--- config.mk ---
export PLATFORM = sky130hd
export DESIGN_NAME = status_flag_unit
export DESIGN_NICKNAME = d
export VERILOG_FILES = /design/src/rtl/status_flag_unit.sv
export SDC_FILE = /design/constraint.sdc
export NUM_CORES = 1
export LEC_CHECK = 0
export ABC_AREA = 1
export CAP_MARGIN = 20
export CORE_MARGIN = 2
export CORE_UTILIZATION = 35
export CTS_CLUSTER_SIZE = 24
export DETAILED_ROUTE_END_ITERATION = 7
export PLACE_DENSITY_LB_ADDON = 0.3
export SETUP_SLACK_MARGIN = 0.1
export SLEW_MARGIN = 25
export SYNTH_ARGS = -nofsm -noshare
export SYNTH_HDL_FRONTEND = slang
export SYNTH_SLANG_ARGS = --single-unit
--- constraint.sdc ---
create_clock -name clk -period 6.3 [get_ports clk]
set_input_delay 1.26 -clock clk [delete_from_list [all_inputs] [get_ports clk]]
set_output_delay 1.26 -clock clk [all_outputs]
set_load 0.005 [all_outputs]
--- src/rtl/status_flag_unit.sv ---
// status_flag_unit: NZCV flag generation, status register and exception shadow
module status_flag_unit #(
    parameter int WIDTH = 32
) (
    input  logic             clk,
    input  logic             rst,
    input  logic [3:0]       exe_cmd,
    input  logic [WIDTH-1:0] op_a,
    input  logic [WIDTH-1:0] op_b,
    input  logic [WIDTH-1:0] alu_result,
    input  logic             s_bit,
    input  logic             cond_pass,
    input  logic             stall,
    input  logic             flush,
    input  logic             exc_save,
    input  logic             exc_restore,
    output logic [3:0]       status,
    output logic [3:0]       status_fwd,
    output logic [3:0]       saved_status,
    output logic             flag_update
);
    logic [3:0]     status_q, status_d, saved_q, saved_d, flags;
    logic [WIDTH:0] sum;
    logic           is_add, is_sub, c_in, v, update, unused_sum;
    always_comb begin
        is_add   = exe_cmd == 4'b0010 || exe_cmd == 4'b0011;
        is_sub   = exe_cmd == 4'b0100 || exe_cmd == 4'b0101;
        c_in     = exe_cmd[0] ? status_q[1] : is_sub;
        sum      = {1'b0, op_a} + {1'b0, is_sub ? ~op_b : op_b} + {{WIDTH{1'b0}}, c_in};
        v        = (is_sub ? op_a[WIDTH-1] != op_b[WIDTH-1] : op_a[WIDTH-1] == op_b[WIDTH-1])
                   && sum[WIDTH-1] != op_a[WIDTH-1];
        flags    = {alu_result[WIDTH-1], alu_result == '0,
                    (is_add || is_sub) ? {sum[WIDTH], v} : status_q[1:0]};
        update   = s_bit & cond_pass & ~stall & ~flush & ~exc_restore;
        status_d = exc_restore ? saved_q : update ? flags : status_q;
        saved_d  = exc_save ? status_q : saved_q;
    end
    always_ff @(posedge clk) begin
        if (rst) begin
            status_q <= '0;
            saved_q  <= '0;
        end else begin
            status_q <= status_d;
            saved_q  <= saved_d;
        end
    end
    assign unused_sum   = ^sum[WIDTH-2:0];
    assign status       = status_q;
    assign saved_status = saved_q;
    assign status_fwd   = rst ? 4'b0000 : status_d;
    assign flag_update  = update & ~rst;
endmodule

==> metrics.csv <==
metric,value,unit
cts.sink_count,8,
outcome,"finished, final reports clean",
final-hold-violation-count,0,
grt_util_all_layers,0.1758,
global_placer_s_final_weighted_congestion,0.8305,
post-route-worst-setup-slack,553.4,ps
clock_path_buffers,2,
synth_largest_type_area_fraction,0.2346,
worst-endpoint-arrival,4490,ps
critPathLaunch,exe_cmd[2],
fill_cells,439,
synth.ff_latch_count,8,
floorplan.initialDensity,0.3613,
r2r-start,status[1],
routed_wl,5363,microns
placement_rows,25,
critPathSlowestCell,clkdlybuf4s50_1,
setup.reg_to_reg.worst_slack,4710,ps
finalSetupTns,0,ps
syn_area,0.001707,sq mm
post_cts_resize_count,0,
cts_htree_levels,1,
largest_stage_delay_on_the_critical_path,580,ps
areal_power_density_over_the_cells,105.6,mW/mm^2
power_leakage,0.001316,uW
synthTopCellsByCount,"nand2_1, ha_1, xnor2_1, inv_1, a21oi_1",
crit_path_max_fanout,17,
min_period,5747,ps
async_reset_ff_frac,0,
drv.max_cap_violation_count,0,
final-setup-viol-count,0,
timing.critical_path.required,5040,ps
drt.antenna.violating_nets,0,
hold_depth,2,
design.die.area,0.005451,sq mm
first_pass_grt_wire_length,7838,microns
final_design_area_no_fill,0.003028,sq mm
clock_insertion_delay_worst_skew,230,ps
dr.pass1.iters,4,
fin_worst_skew,1.315,ps
io_buffer_count,120,
synth.most_common_cell,nand2_1,
antenna_cells,0,
root_buffer,clkbuf_8,
setup.worst_path.class,primary input to primary output,
dpl.hpwl,4533,microns
die_width,73.83,microns
critPathCaptureType,primary output,
routedWlPerCell,12.02,microns
start_kind,primary input,
ir_worst_vdd,190.8,uV
r2r_end,status[0],
critical_path.cell_chain,clkdlybuf4s50_1 > nand3_2 > xnor2_1 > ha_1 > nand2_1 > inv_1 > nand4_1 > nand3_1 > a21oi_1 > nand2_1 > nand2_1 > nand2_1 > nand2_1 > nand2_1 > nand2_1 > nand3_1 > a21oi_1 > clkdlybuf4s50_1,
yosys-top-cells-area,"ha_1, xnor2_1, nand2_1, dfxtp_1, a21oi_1",
io_pins,121,
cts.reportedPaths.clkPinSlew,40,ps
grt_start_max_net_pins,35,
synth-warning-count,0,
first_iter_violations,43,
overflow,0,
final_layout_size_suffix_gt1_frac,0.02375,
worst_slew_slack_as_a_fraction_of_its_limit,0.6369,
post-route-period-util,0.9122,
grt_setup_unrepaired,false,
post_synth_num_cell_types,24,
holdCritPathClass,flop to flop,
worst-path-buf-inv,3,
drt_drc_violations_left,0,
synth_area_leader_cell,ha_1,
vias_per_cell,4.747,
cts_tree,done,
height_of_the_chip,73.83,microns
postSynthCellCount,258,
design.core.area,0.004723,sq mm
dr_total_vias,2117,
synthesis.nets,398,
ys_dominant_reg_cell,dfxtp_1,
synth_area_per_cell,6.615,sq um
via_count_of_the_first_global_routing_pass,1931,
slew_at_the_pin_with_the_worst_max_slew_slack,544.1,ps
area_growth,77.42,%
timing.critical_path.max_delay_family,buffers and inverters,
nNetsFinal,521,
cts_inserted_buffers,3,
reg2regPathDepth,16,
postCtsSetupRepairBufs,0,
drv_slew,0,
max_clock_freq,174.0,MHz
crit_path_frequent_cell,nand2_1,
fin_total_pwr,319.9,uW
worst-path-stages,18,
synth-seq-area-share,0.09384,
count_of_flip_flops_with_a_built_in_enable_after_synthesis,0,
post-place-ws,453.0,ps
timing.critical_path.to,status_fwd[0],
dpl_cell_area,0.002977,sq mm
antenna_found_initial,0,
post_cts_hold_buffer_count,0,
==> through the flow <==
step,util,std cells,hold WS (ps)
3_5_place_dp,0.6302,442,508.6
2_1_floorplan,-,258,496.0
6_report,0.6411,446,521.2
5_1_grt,0.6411,446,561.0
3_3_place_gp,0.6302,442,502.4
4_1_cts,0.6389,445,516.4
==> area by class of cell <==
cell class / instances / area [sq um] / share of cell area
timing repair buffer: 120 / 1201 / 0.3967
inverter: 31 / 116.4 / 0.03843
sequential: 8 / 160.2 / 0.05289
multi-input combinational: 217 / 1425 / 0.4707
clock buffer: 3 / 41.29 / 0.01364
tap: 67 / 83.83 / 0.02769
==> routing by layer <==
layer | track usage | wire length (microns) | up-vias
met5 | 0 | 0 | -
met4 | 0.03232 | 29 | 0
met3 | 0.01783 | 255 | 5
met2 | 0.3046 | 2602 | 58
met1 | 0.2359 | 2476 | 927
li1 | - | - | 1127
==> worst min-delay path: cells and delay by family (launching register included) <==
| kind | cells | cell delay, ps |
|---|---|---|
| simple gates | 2 | 150 |
| flops | 1 | 320 |
==> kinds of logic (layout without fill, tap and decap cells) <==
logic type / after synthesis / count (layout) / synth area share
adders and majority gates: 32 / 32 / 0.2346
DFF: 8 / 8 / 0.09384
and+or+nand+nor: 106 / 107 / 0.2823
xor gates and xnor gates: 32 / 32 / 0.1642
AOI/OAI and AO/OA: 46 / 46 / 0.1481
buffers and inverters: 34 / 154 / 0.07698
==> power by group <==
group	switching, uW	internal, uW	total (uW)
Sequential	2.39	53.8	56.2
Combinational	83.3	118	201
Clock	21.3	41.5	62.8
==> placed cells by master, fill, tap and decap left out, types with 4 or more instances in the layout <==
master           synthesis  routed
a21oi_1                 23      23
dfxtp_1                  8       8
nor2_1                  21      21
ha_1                    32      32
nand2_1                 47      47
nor3_1                   8       8
inv_1                   27      27
nand3_1                 15      15
nand4_1                  4       4
xnor2_1                 31      31
nor4_1                   9       9
clkdlybuf4s50_1          0     120
o21ai_0                 11      11
==> worst min-delay path by stage <==
stage | from | end | slack [ps]
2_1_floorplan | status[0] | saved_status[0] | 500
3_3_place_gp | status[3] | saved_status[3] | 500
3_5_place_dp | status[0] | saved_status[0] | 510
4_1_cts | status[0] | saved_status[0] | 520
5_1_grt | status[0] | saved_status[0] | 560
6_report | status[2] | saved_status[2] | 520
==> flip-flops by register name, summed over array words and instances (netlist names) <==
| signal | cells |
|---|---|
| saved_status | 4 |
| status | 4 |
Power figures use the tool's default switching activity.
==> variant, RTL diff (config.mk and constraints unchanged) <==
Reset style: asynchronous (`rst`), changed in one clocked block.
--- a/src/rtl/status_flag_unit.sv
+++ b/src/rtl/status_flag_unit.sv
@@ -37,3 +37,3 @@
     end
-    always_ff @(posedge clk) begin
+    always_ff @(posedge clk or posedge rst) begin
         if (rst) begin
Check against the original RTL: differs if rst is asserted again (counterexample within 4 cycles, from zero or initial values and one cycle with rst high); with rst held inactive, the same outputs for 10 cycles.
==> variant against the unedited design <==
  * Core utilization up 0.48 points
  * Routed wire length decreased by 2.4%
  * Cell area is 0.74% higher
  * Non-clock buffer count is 2 higher
  * Total power is 12% higher
  * Combinational power rose by 12%
  * Largest cell class unchanged
  * Critical endpoint unchanged
  * Worst hold slack improved by 0.012 ns
  * Register-to-register slack lost 0.13 ns
  * Sequential cell count did not move
  * Sequential share of layout area grew 1.3 points
  * Synthesized area up 0.59%
  * Worst setup slack better by 0.11 ns
==> variant: results (changes against the unedited design) <==
| Metric | Value |
|---|---|
| Hold Crit Class | `flip-flop to flip-flop` |
| Crit path from | `exe_cmd[1]` |
| Critical Path AT | `4.37 ns (-0.12 ns)` |
| Initial antenna violation count | `0 (unchanged)` |
| Clock Skews | `0.00126 ns (-0.0000541 ns)` |
| Initial drt markers | `40 (-7.0%)` |
| Critical R2R Launch | `status[1]` |
| Outcome | `finished clean` |
| Final WL | `5.23 mm (-2.4%)` |
| HP Start | `status[0]` |
| Antenna cells | `0 (unchanged)` |
| Clock-pin slew on the worst setup and hold paths | `0.04 ns (about the same)` |
| Nets | `511 (-1.9%)` |
| Port Buf Inserts | `120 (unchanged)` |
| CP Max Fanout | `19 (+2)` |
| HPWL after DPL | `4.64 mm (+2.4%)` |
| Global-route wire length before repair | `8.17 mm (+4.2%)` |
| GR Util All Layers | `18.7% (+1.1 points)` |
| Worst VDD drop | `0.0000979 V (-49%)` |
| Slowest cell on crit path | `clkdlybuf4s50_1` |
| Share of the synthesized area in the top cell type | `23.3% (-0.14 points)` |
| Slew HR | `74.2% (+11 points)` |
| Seq/Total Area, Yosys | `11.7% (+2.3 points)` |
| Worst path max stage delay | `0.51 ns (-0.07 ns)` |
| Sw frac | `33.8% (+0.40 points)` |
| Final Wtd Congestion | `0.816 (-1.8%)` |
| Cts bufs inserted | `3 (unchanged)` |
| Placed instance area | `3010 µm² (+1.1%)` |
| Post-synth ARST share | `100% (+100 points)` |
| Drt pass-1 iters | `7 (+3)` |
| Cell variety after synth | `30 (+25%)` |
| Reg-to-reg slack, setup | `4.58 ns (-0.13 ns)` |
| Largest net degree at the start of global routing | `20 (-43%)` |
| PostCTS Resize Cnt | `0 (unchanged)` |
| Synth top area cells | `ha_1 (23%), xnor2_1 (16%), dfrtp_1 (12%)` |
| Layout cells sized above 1 | `3.25% (+0.88 points)` |
| DR vias | `2044 (-3.4%)` |
| Pleak | `1.35 nW (+2.7%)` |
| Net Count, Synth | `388 (-2.5%)` |
| Synth Flop Type | `dfrtp_1` |
| Most instantiated cells after synthesis | `nand2_1 (52), ha_1 (32), xnor2_1 (31)` |
| Delay-heaviest family, CP | `buffers and inverters` |
-- variant: area by class of cell --
| class | count | area (µm²) |
|---|---|---|
| clock buffer | 3 | 41.3 |
| fill | 431 | 1670 |
| inverter | 27 | 101 |
| multi-input combinational | 209 | 1400 |
| sequential | 8 | 200 |
| tap | 67 | 83.8 |
| timing repair buffer | 122 | 1230 |
-- variant: worst paths after layout --
| path | depth (start not counted) | end |
|---|---|---|
| setup / recovery | 21 | status_fwd[0] |
| hold / removal | 2 | saved_status[0] |
| setup reg to reg | 19 | status[0] |
| hold reg to reg | 2 | saved_status[0] |
| max in group asynchronous | 2 | saved_status[2] |
| min in group asynchronous | 2 | saved_status[1] |
-- variant: worst min-delay path, stage by stage (launching register included) --
cell	delay [ns]
dfrtp_1	0.37
nand2_1	0.06
o21ai_0	0.06
-- variant: cell families (layout without fill, tap and decap cells) --
kind of cell / after synthesis / in the layout / share of synthesized area [%]
AO/OA/AOI/OAI: 41 / 41 / 14.1
AND/OR/NAND/NOR: 103 / 103 / 26.9
flip-flops: 8 / 8 / 11.7
multiplexers: 1 / 1 / 0.656
buffers and inverters: 31 / 152 / 7.07
adder cells (fa/ha/maj): 32 / 32 / 23.3
XOR/XNOR: 32 / 32 / 16.3
-- variant: power groups by stage --
| stage | combinational, W | clock, W | sequential [W] |
|---|---|---|---|
| after CTS | 0.000228 | 0.0000647 | 0.0000687 |
| after global routing | 0.000252 | 0.0000676 | 0.0000701 |
| after floorplan | 0.000106 | 0 | 0.0000689 |
| after global placement | 0.000221 | 0 | 0.0000690 |
| final | 0.000226 | 0.0000631 | 0.0000689 |
| after detailed placement | 0.000227 | 0 | 0.0000691 |
-- variant: metrics by stage --
step | hold slack [ns] | cells | power, W | setup slack, ns
after floorplan | 0.489 | 248 | 0.000175 | 1.82
after global placement | 0.507 | 433 | 0.000290 | 0.677
after detailed placement | 0.522 | 433 | 0.000296 | 0.654
after CTS | 0.530 | 436 | 0.000362 | 0.633
after global routing | 0.547 | 436 | 0.000389 | 0.303
final | 0.533 | 436 | 0.000358 | 0.668
-- variant: layer usage --
layer  wire length (µm)  track usage (%)  vias up
li1                   -                -     1081
met1               2180             22.8      886
met2               2650             34.2       70
met3                345             2.98        7
met4                 57             4.24        0
met5                  0                0        -
